--- config.mk ---
export PLATFORM = sky130hd
export DESIGN_NAME = spi_target
export DESIGN_NICKNAME = d
export VERILOG_FILES = /design/src/rtl/spi_target.sv
export SDC_FILE = /design/constraint.sdc
export NUM_CORES = 1
export LEC_CHECK = 0
export CAP_MARGIN = 20
export CORE_MARGIN = 2
export CORE_UTILIZATION = 59
export CTS_CLUSTER_SIZE = 28
export DETAILED_ROUTE_END_ITERATION = 16
export DONT_BUFFER_PORTS = 1
export GPL_TIMING_DRIVEN = 1
export PLACE_DENSITY = 0.75
export SLEW_MARGIN = 20
export SYNTH_ARGS = -nofsm -noshare
export SYNTH_HDL_FRONTEND = slang
export SYNTH_SLANG_ARGS = --single-unit
--- constraint.sdc ---
create_clock -name CLK -period 2.8 [get_ports CLK]
set_clock_uncertainty 0.15 [all_clocks]
set_input_delay 0.42 -clock CLK [delete_from_list [all_inputs] [get_ports CLK]]
set_output_delay 0.42 -clock CLK [all_outputs]
set_load 0.02 [all_outputs]
--- src/rtl/spi_target.sv ---
// SPI mode-0 target: oversampled SCK/nSS/MOSI, command + data byte decode, 8x8 register file.
// Optional build macro SPI_TARGET_AUTOINC_EN: address advances after every data byte.
module spi_target #(
  parameter int         SYNC_STAGES = 2,
  parameter logic [7:0] ID_BYTE     = 8'hA5
) (
  input  logic       CLK,
  input  logic       RST,
  input  logic       SCK,
  input  logic       nSS,
  input  logic       MOSI,
  output logic       MISO,
  output logic       MISO_OE,
  input  logic [2:0] HADDR,
  input  logic       HWE,
  input  logic [7:0] HWD,
  output logic [7:0] HRD,
  output logic       RX_STB,
  output logic [7:0] RX_BYTE
);

  localparam int NS = (SYNC_STAGES < 2) ? 2 : SYNC_STAGES;
`ifdef SPI_TARGET_AUTOINC_EN
  localparam logic [2:0] ADDR_INC = 3'd1;
`else
  localparam logic [2:0] ADDR_INC = 3'd0;
`endif

  typedef enum logic [1:0] {IDLE, CMD, WDATA, RDATA} state_e;

  state_e      state_q, state_d;
  logic [NS-1:0] sck_sync_q, nss_sync_q, mosi_sync_q;
  logic        sck_prev_q, nss_prev_q, armed_q;
  logic [2:0]  bitcnt_q, bitcnt_d;
  logic [2:0]  addr_q, addr_d;
  logic [7:0]  rx_q, rx_d;
  logic [7:0]  tx_q, tx_d;
  logic [7:0]  next_q, next_d;
  logic        rx_stb_q, rx_stb_d;
  logic [7:0]  rx_byte_q, rx_byte_d;
  logic [7:0]  regs_q [8];
  logic        spi_we;

  logic sck_s, nss_s, mosi_s;
  logic sck_rise, sck_fall, nss_rise, nss_fall;
  logic [7:0] byte_w;

  assign sck_s    = sck_sync_q[NS-1];
  assign nss_s    = nss_sync_q[NS-1];
  assign mosi_s   = mosi_sync_q[NS-1];
  assign sck_rise = sck_s & ~sck_prev_q;
  assign sck_fall = ~sck_s & sck_prev_q;
  assign nss_rise = nss_s & ~nss_prev_q;
  assign nss_fall = ~nss_s & nss_prev_q;
  assign byte_w   = {rx_q[6:0], mosi_s};

  assign MISO    = tx_q[7];
  // armed_q blocks a frame already in progress when reset released
  assign MISO_OE = armed_q & ~nss_s;
  assign HRD     = regs_q[HADDR];
  assign RX_STB  = rx_stb_q;
  assign RX_BYTE = rx_byte_q;

  always_ff @(posedge CLK) begin
    if (RST) begin
      sck_sync_q  <= '0;
      nss_sync_q  <= '0;
      mosi_sync_q <= '0;
      sck_prev_q  <= 1'b0;
      nss_prev_q  <= 1'b0;
      armed_q     <= 1'b0;
      state_q     <= IDLE;
      bitcnt_q    <= 3'd0;
      addr_q      <= 3'd0;
      rx_q        <= 8'h00;
      tx_q        <= 8'h00;
      next_q      <= 8'h00;
      rx_stb_q    <= 1'b0;
      rx_byte_q   <= 8'h00;
    end else begin
      sck_sync_q  <= {sck_sync_q[NS-2:0], SCK};
      nss_sync_q  <= {nss_sync_q[NS-2:0], nSS};
      mosi_sync_q <= {mosi_sync_q[NS-2:0], MOSI};
      sck_prev_q  <= sck_s;
      nss_prev_q  <= nss_s;
      armed_q     <= armed_q | nss_s;
      state_q     <= state_d;
      bitcnt_q    <= bitcnt_d;
      addr_q      <= addr_d;
      rx_q        <= rx_d;
      tx_q        <= tx_d;
      next_q      <= next_d;
      rx_stb_q    <= rx_stb_d;
      rx_byte_q   <= rx_byte_d;
    end
  end

  always_comb begin
    state_d   = state_q;
    bitcnt_d  = bitcnt_q;
    addr_d    = addr_q;
    rx_d      = rx_q;
    tx_d      = tx_q;
    next_d    = next_q;
    rx_stb_d  = 1'b0;
    rx_byte_d = rx_byte_q;
    spi_we    = 1'b0;
    if (nss_rise) begin
      state_d = IDLE;
    end else if (nss_fall) begin
      state_d  = CMD;
      tx_d     = ID_BYTE;
      bitcnt_d = 3'd0;
    end else if (state_q != IDLE && !nss_s) begin
      if (sck_rise) begin
        rx_d     = byte_w;
        bitcnt_d = bitcnt_q + 3'd1;
        if (bitcnt_q == 3'd7) begin
          rx_stb_d  = 1'b1;
          rx_byte_d = byte_w;
          case (state_q)
            CMD: begin
              if (byte_w[7]) begin
                state_d = WDATA;
                addr_d  = byte_w[2:0];
                next_d  = 8'h00;
              end else begin
                state_d = RDATA;
                next_d  = regs_q[byte_w[2:0]];
                addr_d  = byte_w[2:0] + ADDR_INC;
              end
            end
            WDATA: begin
              spi_we = 1'b1;
              addr_d = addr_q + ADDR_INC;
              next_d = 8'h00;
            end
            RDATA: begin
              next_d = regs_q[addr_q];
              addr_d = addr_q + ADDR_INC;
            end
            default: ;
          endcase
        end
      end else if (sck_fall) begin
        tx_d = (bitcnt_q == 3'd0) ? next_q : {tx_q[6:0], 1'b0};
      end
    end
  end

  // SPI write takes priority over a host write to the same register
  always_ff @(posedge CLK) begin
    for (int i = 0; i < 8; i++) begin
      if (RST) begin
        regs_q[i] <= 8'h00;
      end else if (spi_we && addr_q == 3'(i)) begin
        regs_q[i] <= byte_w;
      end else if (HWE && HADDR == 3'(i)) begin
        regs_q[i] <= HWD;
      end
    end
  end

endmodule

======== After elaboration in Yosys (flattened, before gate mapping) ========
Memory sizes are Yosys's and may differ from the RTL's. A register that Yosys moved wholly into a read port is not among the register bits.
Index checks and enable logic that the tools add are counted.
cells by class
  add/subtract/negate cells ............... 1
  equality and inequality tests ........... 19
  mux-type cells .......................... 99
  bitwise logic cells ..................... 30
  reduce and logical (&&, ||, !) cells .... 39
operators by type and width
  cell                 number
  $mux 8               22
  $mux 1               71
  $eq 3x3->1 const B   9
  $pmux 8 s3           1
  $logic_and 1x1->1    17
  $or 1x1->1           17
  $reduce_and 4->1     4
  $mux 3               5
  $eq 3x2->1 const B   4
  $reduce_and 6->1     2
  $reduce_bool 2->1    6
  $logic_not 3->1      3
  $not 1->1            8
  $eq 3x1->1 const B   2
  $and 1x1->1          5
  $reduce_and 5->1     1
  $reduce_or 5->1      1
  $eq 2x2->1 const B   2
  $add 3x1->3 const B  1
  $reduce_and 3->1     1
  $reduce_bool 3->1    1
  $reduce_or 3->1      1
  $eq 2x1->1 const B   1
  $ne 2x1->1 const B   1
  other kinds (2)      2
storage, ports and cells
  bits in registers ....................... 49
  memory bits (writable) .................. 64
  input bits .............................. 17
  output and inout port bits .............. 19
  logic and storage cells ................. 204
  memories ................................ 1
memories
  name    words  bits a word  read ports  clocked after Yosys merged registers in  wr ports  RTL line  source
  regs_q  8      8            3           1                                        8         41        logic [7:0] regs_q [8];

======== Logic depth before layout (Yosys ltp) ========
Gate-level depths: netlist of the first run.
  depth in word-level cells ............... 13
  mapped depth ............................ 7
  depth with buffers taken out ............ 6

======== Worst setup path after synthesis of the first run ========
No wires, ideal clock.
  kind .................................... register -> register
  from .................................... reg nss_sync_q[1]
  to ...................................... mem regs_q[2][0], enable pin
  library setup time ...................... 331 ps
  arrival time ............................ 1905 ps
  required time ........................... 2319 ps
  setup slack ............................. 414 ps
  cell stages (with the launch flop) ...... 6
  buffers on the path ..................... 0
  clock period less this slack ............ 2386 ps
  path through ............................ dfxtp_1 inv_1 ha_1 or3b_1 nor4_1 a221o_1
RTL lines
  element                   RTL line  source
  start: declaration        32        logic [NS-1:0] sck_sync_q, nss_sync_q, mosi_sync_q;
  start signal: assignment  82        nss_sync_q <= {nss_sync_q[NS-2:0], nSS};
  end: declaration          41

==> flow_summary.toml, run 1 <==
[setup_path]
reg2reg_to = "regs_q[0][5]$_DFFE_PP_"
path_max_fanout = 8
crit_required_ns = 2.80
rrSetupSlack_ns = 0.18
rr_startpoint = "nss_sync_q[1]$_SDFF_PP0_"
worstRegToRegCells = 6
cp.arrival_ns = 2.62
startpoint_type = "register"
endpoint_kind = "register"
critPathKind = "register to register"

[sta]
tightest_slew_ns = 0.9376
max_slew_margin = 0.3741
hold_violations = 0
grt_setup_unrepaired = "false"
slew_viol_final = 0
fmax_mhz = 381.5
finalCritPeriodShare = 0.9360
period_minus_slack_ns = 2.621
tns_ns = 0
setup_viol = 0
whs_ns = 0.02259

[clock_tree]
cts_setup_buffers = 0
cts.sinks = 116
numCtsBuffers = 17
clk_latency_ns = 0.52
cts-hold-fix-buffers = 12
cts_tree = "built"
clkTransAtPathRegs_ns = 0.06
cts.path.max_buffers = 2
postCtsResizedCells = 0
htree_levels = 4
ctsRootBufferMaster = "clkbuf_8"

[logic_synthesis]
yosys-top-cells-area = "edfxtp_1 29%, dfxtp_1 16%, mux4_2 15%, mux2i_1 6.8%, a22o_1 6.3%"
netlist_area_um2 = 6578
synth.net_count = 545
synth_compound_area_frac = 0.1195
synth.area.mux_share = 0.2682
yosys_warnings = 0
synth_top_family_by_area = "multiplexers"
synth.distinct_cells = 49
synth_area_per_cell_um2 = 12.58
synthSimpleGateAreaFrac = 0.1149
ys_ff_latch = 116
ys.flop_type = "edfxtp_1"
synth_top_area_frac = 0.2922
ys_seq_area_frac = 0.4504
yosysTopAreaCell = "edfxtp_1"
synth-xor-area-share = 0
async_reset_ff_frac = 0
synth_edf_count = 64
netlist_instances = 523
yosys.area_share.adder = 0.009511

[global_route]
grt-ovfl-total = 0
gr-usage-all-layers = 0.3252
first_global_vias = 4562
grt_pass1_wl_um = 27480
grt_antenna_before_repair = 0
grt_start_max_net_pins = 42

[die]
dieArea_um2 = 12010
std_cell_rows = 38
dieWidth_um = 109.6
die_h_um = 109.6
core_area_um2 = 10840
start_util = 0.6068
io_pins = 36

[outcome]
status = "finished, final reports clean"

[worst_hold_path]
worstHoldPathCells = 2
holdPathEnd = "regs_q[4][6]$_SDFFCE_PN0P_"
worstHoldStart = "HWD[6]"
min_path_type = "input pin to register"

[layout]
utilization = 0.6818
final_common_cell = "edfxtp_1"
final_cell_mix = "64 x edfxtp_1, 52 x dfxtp_1, 47 x a22o_1"
fillers = 764
layout-drive-gt1-share = 0.2336
finalNetCount = 545
fin_area_um2 = 7391
n_antenna_cell = 0
areaGrowthSynthToFinish_pct = 12.36

[pwr]
ir_drop_v = 0.0004638
power_uw = 4309
p_leak_uw = 0.002679
power.density_nw_per_um2 = 583.0

[job]
cap_viol_max_count = 0

[drt]
met3_length_um = 2018
num_vias = 4783
drtIter0Drc = 564
met1_length_um = 6830
highest_layer = "met4"
drt-pass1-iter-count = 6
routed_via_density = 7.086
routed_wirelength_um = 18310
drc_errors = 0
wl_per_cell_um = 27.13
ant_nets = 0
route.met2.wl_um = 8468

[placed_design]
hpwlAfterDp_um = 12110
place_area_um2 = 6676
globalplace.congestion = 0.9195
port_buffers = 0
==> synth_stat cells, types with 5 or more instances <==
| cell | instances |
|---|---|
| mux4_2 | 43 |
| a22o_1 | 47 |
| nor2_4 | 6 |
| a22oi_1 | 7 |
| buf_2 | 10 |
| nand2b_1 | 10 |
| nor2b_1 | 14 |
| mux2_2 | 19 |
| dfxtp_1 | 52 |
| nor3_1 | 5 |
| mux4_1 | 5 |
| nand3_1 | 6 |
| nor4_1 | 6 |
| a21oi_1 | 19 |
| clkbuf_1 | 25 |
| mux2i_1 | 45 |
| edfxtp_1 | 64 |
| a221o_1 | 8 |
| clkbuf_2 | 7 |
| and2_1 | 8 |
| o21ai_0 | 14 |
| nor2_1 | 24 |
| nand2_1 | 30 |
| inv_1 | 6 |
| ha_1 | 5 |
==> kinds of logic (layout without fill, tap and decap cells) <==
family	count (synthesis)	count (layout)
adder cells (fa/ha/maj)	5	5
AND/OR/NAND/NOR	130	130
multiplexers	112	112
buffers and inverters	55	67
AO/OA/AOI/OAI	105	105
flip-flops	116	116
==> area by class of cell <==
type                    instances  area (µm²)  area share
clock inverters                 6       35.03    0.004740
clock buffers                  25       549.3     0.07432
repair buffers                 30       277.8     0.03758
multi-input cells             352        3368      0.4557
inverters                       6       22.52    0.003047
flip-flops and latches        116        2963      0.4009
well taps                     140       175.2     0.02370
==> per-layer routing <==
metal	up-vias	global-route usage
met5	-	0
met4	0	0.1835
li1	2062	-
met3	62	0.07884
met1	2352	0.4366
met2	307	0.4868
==> where the power goes <==
group	switching [µW]	internal, µW	total [µW]	leakage [µW]
registers	63.8	1870	1930	0.00105
clock network	736	1340	2070	0.000291
logic	151	152	303	0.00134
==> worst max path at each step <==
stage	from	slack [ns]	cells past startpoint	end
floorplan	nss_sync_q[1]$_SDFF_PP0_	0.41	5	regs_q[2][0]$_DFFE_PP_
global placement	nss_sync_q[1]$_SDFF_PP0_	0.33	6	regs_q[0][1]$_DFFE_PP_
detailed placement	nss_sync_q[1]$_SDFF_PP0_	0.24	6	regs_q[0][3]$_DFFE_PP_
CTS	nss_sync_q[1]$_SDFF_PP0_	0.20	6	regs_q[0][2]$_DFFE_PP_
global route	nss_sync_q[1]$_SDFF_PP0_	0.1	6	regs_q[0][4]$_DFFE_PP_
finish	nss_sync_q[1]$_SDFF_PP0_	0.18	6	regs_q[0][5]$_DFFE_PP_
==> state kept, by name (all words and copies together) (netlist names), named ones only <==
signal and count:
regs_q 64, RX_BYTE 8, next_q 8, tx_q 8, rx_q 7, addr_q 3, bitcnt_q 3, mosi_sync_q 2
nss_sync_q 2, sck_sync_q 2, state_q 2, RX_STB 1, armed_q 1, nss_prev_q 1, sck_prev_q 1
==> critical path, cell delays in order (launching register included) <==
cell and delay [ns]:
dfxtp_1 0.44, inv_1 0.10, ha_1 0.24, or3b_1 0.45, nor4_1 0.21, buf_4 0.19
a221o_1 0.47
==> metrics by stage <==
stage / std cells / setup WS, ns
detailed placement: 632 / 0.2388
global placement: 632 / 0.3289
CTS: 675 / 0.2046
floorplan: 523 / 0.4140
finish: 675 / 0.1791
global route: 675 / 0.09770
No activity file was read; power rests on OpenSTA's default activity.
==> run 2, diff against run 1 <==
--- a/config.mk
+++ b/config.mk
@@ -12,7 +12,7 @@
 export DETAILED_ROUTE_END_ITERATION = 16
 export DONT_BUFFER_PORTS = 1
 export GPL_TIMING_DRIVEN = 1
-export PLACE_DENSITY = 0.75
+export PLACE_DENSITY = 0.87
 export SLEW_MARGIN = 20
 export SYNTH_ARGS = -nofsm -noshare
 export SYNTH_HDL_FRONTEND = slang
==> constraint.sdc (replaced) <==
create_clock -name CLK -period 2.8 [get_ports CLK]
set_clock_uncertainty 0.15 [all_clocks]
set_input_delay 0.7 -clock CLK [delete_from_list [all_inputs] [get_ports CLK]]
set_output_delay 0.7 -clock CLK [all_outputs]
set_load 0.02 [all_outputs]
==> run 2 against run 1 <==
Sequential power about the same. Power down 1.1%. Count of clock-buffer cells in the layout up 1. Critical path type is now register to output port. Sequential cell count unchanged.
==> flow_summary.toml, run 2 (same netlist as run 1, synthesis figures left out) <==
[setup_path]
cp.arrival_ns = 1.82
crit_required_ns = 1.95
endpoint_kind = "output port"
worst-path-stages = 2
rrSetupSlack_ns = 0.20
rr_startpoint = "nss_sync_q[1]$_SDFF_PP0_"
cp_slowest_cell = "mux4_2"
cp_slowest_stage_delay_ns = 0.50
critPathKind = "register to output port"
startpoint_type = "register"
reg2reg_to = "next_q[6]$_SDFFE_PP0P_"
cp_cell_sequence = "mux4_2 > mux2_2"
path_max_fanout = 3
cp-endpoint = "HRD[3]"
worstRegToRegCells = 6
cp_top_family = "multiplexers"
critPathLaunch = "regs_q[3][3]$_DFFE_PP_"
worst-path-buf-inv = 0

[clock_tree]
ctsRootBufferMaster = "clkbuf_8"
clk_latency_ns = 0.54
cts.path.max_buffers = 2
cts-hold-fix-buffers = 0
htree_levels = 4
postCtsResizedCells = 0
cts_setup_buffers = 0
cts.sinks = 116
numCtsBuffers = 17
clkTransAtPathRegs_ns = 0.06
cts_tree = "built"

[global_route]
grt_antenna_before_repair = 0
use_met2 = 0.4877
gr-max-usage-layer = "met2"
met3_usage = 0.1002
grtUsageMet1 = 0.3784
gr-usage-all-layers = 0.3158
grt_pass1_wl_um = 26820
first_global_vias = 4812
grt_start_max_net_pins = 64
grt-ovfl-total = 0

[worst_hold_path]
min_path_type = "input pin to register"

[drt]
wl_per_cell_um = 27.12
drc_errors = 0
ant_nets = 0
routed_via_density = 7.266
num_vias = 4832
drt-pass1-iter-count = 5
drtIter0Drc = 554
routed_wirelength_um = 18030

[sta]
slew_viol_final = 0
fmax_mhz = 374.9
grt_setup_unrepaired = "false"
period_minus_slack_ns = 2.668
tns_ns = 0
hold_violations = 0
tightest_slew_ns = 1.141
finalCritPeriodShare = 0.9527
setup_viol = 0
max_slew_margin = 0.2359

[layout]
fin_cells = 665
n_antenna_cell = 0
final_common_cell = "edfxtp_1"
largest_register = "regs_q"
finalNetCount = 534
layout-drive-gt1-share = 0.2400
final_cell_mix = "64 x edfxtp_1, 52 x dfxtp_1, 47 x a22o_1"
largest_register_ff_count = 64
areaGrowthSynthToFinish_pct = 10.37

[pwr]
ir_drop_v = 0.0003882
power.density_nw_per_um2 = 586.9
p_leak_uw = 0.002628

[die]
start_util = 0.6068
die_h_um = 109.6
core_area_um2 = 10840
dieArea_um2 = 12010
std_cell_rows = 38
dieWidth_um = 109.6
io_pins = 36

[outcome]
status = "finished, final reports clean"

[placed_design]
place_inst = 633
port_buffers = 0
globalplace.congestion = 0.9750
hpwlAfterDp_um = 11840

[job]
cap_viol_max_count = 0
## run 2: cell types whose count changed in the layout (fill, tap and decap cells not counted), sizes merged
| cell | before | now |
|---|---|---|
| dlygate4sd3 | 11 | 0 |
| clkbuf | 25 | 26 |
## run 2: how the worst min path moves through the flow
| stage | start | end | slack (ns) | cells after the start |
|---|---|---|---|---|
| after floorplan | mosi_sync_q[0]$_SDFF_PP0_ | mosi_sync_q[1]$_SDFF_PP0_ | 0.26 | 1 |
| after global placement | sck_sync_q[0]$_SDFF_PP0_ | sck_sync_q[1]$_SDFF_PP0_ | 0.27 | 1 |
| after detailed placement | nss_sync_q[0]$_SDFF_PP0_ | nss_sync_q[1]$_SDFF_PP0_ | 0.28 | 1 |
| after CTS | RST | tx_q[1]$_SDFFE_PP0P_ | 0.07 | 1 |
| after global routing | RST | tx_q[1]$_SDFFE_PP0P_ | 0.07 | 1 |
| final | RST | tx_q[1]$_SDFFE_PP0P_ | 0.08 | 1 |
## run 2: layout make-up
cell class                      count  area (µm²)
Clock buffer                       26       540.5
Clock inverter                      6       35.03
Timing Repair Buffer               19       155.1
Sequential cell                   116        2963
Tap cell                          140       175.2
Inverter                            6       22.52
Multi-Input combinational cell    352        3368
Fill cell                         746        3581
## run 2: metrics by stage
step           utilization  power (µW)  area, µm²  hold WS (ns)  setup slack, ns
2_1_floorplan            -        2178       6578        0.2638          0.06873
3_3_place_gp        0.6166        2202       6684        0.2689           0.3337
3_5_place_dp        0.6166        2217       6684        0.2801           0.2732
4_1_cts             0.6697        4258       7259       0.06628           0.1234
5_1_grt             0.6697        4354       7259       0.06513          0.05821
6_report            0.6697        4261       7259       0.07969           0.1325
## run 2: per-layer routing
| layer | vias to the layer above | wire (µm) | part of all wire |
|---|---|---|---|
| li1 | 2038 | - | - |
| met1 | 2340 | 6166 | 0.34 |
| met2 | 364 | 8622 | 0.48 |
| met3 | 90 | 2149 | 0.12 |
| met4 | 0 | 1095 | 0.061 |
| met5 | - | 0 | 0 |
## run 2: power breakdown
| part | total, µW | switching (µW) | internal (µW) |
|---|---|---|---|
| sequential | 1930 | 58.4 | 1870 |
| clock | 2070 | 760 | 1310 |
| combinational | 267 | 127 | 139 |
==> run 3, diff against run 2 <==
--- a/config.mk
+++ b/config.mk
@@ -7,12 +7,12 @@
 export LEC_CHECK = 0
 export CAP_MARGIN = 20
 export CORE_MARGIN = 2
-export CORE_UTILIZATION = 59
+export CORE_UTILIZATION = 50
 export CTS_CLUSTER_SIZE = 28
 export DETAILED_ROUTE_END_ITERATION = 16
 export DONT_BUFFER_PORTS = 1
 export GPL_TIMING_DRIVEN = 1
-export PLACE_DENSITY = 0.87
+export PLACE_DENSITY = 0.77
 export SLEW_MARGIN = 20
 export SYNTH_ARGS = -nofsm -noshare
 export SYNTH_HDL_FRONTEND = slang
==> run 3 against run 2 <==
Routed wire length fell by 2.1%. Global-route usage down 5.7 points. Count of clock-buffer cells in the layout down 7. Critical path type unchanged. Combinational power is 3% lower. Sequential power about the same. Non-clock buffer count decreased by 1.
==> flow_summary.toml, run 3 (same netlist as run 1, synthesis figures left out) <==
[job]
cap_viol_max_count = 0

[setup_path]
critPathKind = "register to output port"
critPathLaunch = "regs_q[0][4]$_DFFE_PP_"
rrSetupSlack_ns = 0.15
reg2reg_to = "regs_q[3][1]$_DFFE_PP_"
rr_startpoint = "nss_sync_q[1]$_SDFF_PP0_"
cp_slowest_cell = "mux4_2"
endpoint_kind = "output port"
crit_required_ns = 1.95
startpoint_type = "register"
worstRegToRegCells = 6
cp-endpoint = "HRD[4]"
path_max_fanout = 3
cp_slowest_stage_delay_ns = 0.54
cp.arrival_ns = 1.81
cp_cell_sequence = "mux4_2 > mux2_2"

[drt]
num_vias = 4764
wl_per_cell_um = 25.35
drtIter0Drc = 497
ant_nets = 0
drt-pass1-iter-count = 5
routed_via_density = 6.845
drc_errors = 0
routed_wirelength_um = 17650

[placed_design]
globalplace.congestion = 0.9312
hpwlAfterDp_um = 12200
place_ws_ns = 0.1903
port_buffers = 0
place_area_um2 = 6704
place_inst = 664

[sta]
max_slew_margin = 0.4302
grt_setup_unrepaired = "false"
period_minus_slack_ns = 2.659
setup_slack_ns = 0.1411
slew_viol_final = 0
fmax_mhz = 376.1
tightest_slew_ns = 0.8507
hold_violations = 0
finalCritPeriodShare = 0.9496
tns_ns = 0
setup_viol = 0

[clock_tree]
clkTransAtPathRegs_ns = 0.06
cts_setup_buffers = 0
postCtsResizedCells = 0
htree_levels = 4
numCtsBuffers = 17
cts.path.max_buffers = 2
cts-hold-fix-buffers = 0
cts_tree = "built"
ctsRootBufferMaster = "clkbuf_16"
cts.sinks = 116
clk_latency_ns = 0.42

[outcome]
status = "finished, final reports clean"

[layout]
fin_area_um2 = 7296
layout-drive-gt1-share = 0.2366
final_cell_mix = "64 x edfxtp_1, 52 x dfxtp_1, 47 x a22o_1"
finalNetCount = 533
fin_cells = 696
largest_register = "regs_q"
final_common_cell = "edfxtp_1"
areaGrowthSynthToFinish_pct = 10.92
largest_register_ff_count = 64
n_antenna_cell = 0

[die]
dieArea_um2 = 14090
die_h_um = 118.7
core_area_um2 = 12720
std_cell_rows = 41
start_util = 0.5170
dieWidth_um = 118.7
io_pins = 36

[pwr]
ir_drop_v = 0.0004496
power.density_nw_per_um2 = 598.3
p_leak_uw = 0.002615

[global_route]
grt_antenna_before_repair = 0
grt_start_max_net_pins = 64
grt-ovfl-total = 0
first_global_vias = 4754
gr-usage-all-layers = 0.2591
grt_pass1_wl_um = 27200

[worst_hold_path]
min_path_type = "input pin to register"
run 3: area by class of cell:
class                           instances  area (µm²)
Multi-Input combinational cell        352        3368
Clock inverter                         13       158.9
Sequential cell                       116        2963
Tap cell                              172       215.2
Inverter                                6       22.52
Fill cell                            1058        5426
Timing Repair Buffer                   18       135.1
Clock buffer                           19       432.9
run 3: how the worst min path moves through the flow:
stage	from	cells after the start	end
finish	RST	1	RX_BYTE[7]$_SDFFE_PP0P_
global route	RST	1	nss_sync_q[1]$_SDFF_PP0_
detailed placement	mosi_sync_q[0]$_SDFF_PP0_	1	mosi_sync_q[1]$_SDFF_PP0_
CTS	RST	1	nss_sync_q[0]$_SDFF_PP0_
floorplan	mosi_sync_q[0]$_SDFF_PP0_	1	mosi_sync_q[1]$_SDFF_PP0_
global placement	mosi_sync_q[0]$_SDFF_PP0_	1	mosi_sync_q[1]$_SDFF_PP0_
run 3: per-stage QoR:
step | util | total power (µW) | hold WS (ns)
after floorplan | - | 2178 | 0.2638
after global placement | 0.5269 | 2201 | 0.2727
after detailed placement | 0.5269 | 2215 | 0.2854
after CTS | 0.5735 | 4369 | 0.1919
after global routing | 0.5735 | 4474 | 0.1842
final | 0.5735 | 4365 | 0.2009
run 3: layer usage:
layer | share of wire | vias to the layer above | global-route usage
li1 | - | 2040 | -
met1 | 0.39 | 2393 | 0.3301
met2 | 0.49 | 288 | 0.4199
met3 | 0.088 | 43 | 0.06708
met4 | 0.028 | 0 | 0.1086
met5 | 0 | - | 0
run 3: critical path: cells and delay by family (launching register included):
kind	cells	cell delay, ns
muxes	2	0.90
DFF	1	0.49
run 3: where the power goes:
group | internal (µW) | switching (µW) | leakage [µW]
Sequential | 1870 | 65.2 | 0.00105
Clock | 1390 | 780 | 0.000285
Combinational | 136 | 123 | 0.00128
Total | 3400 | 968 | 0.00261
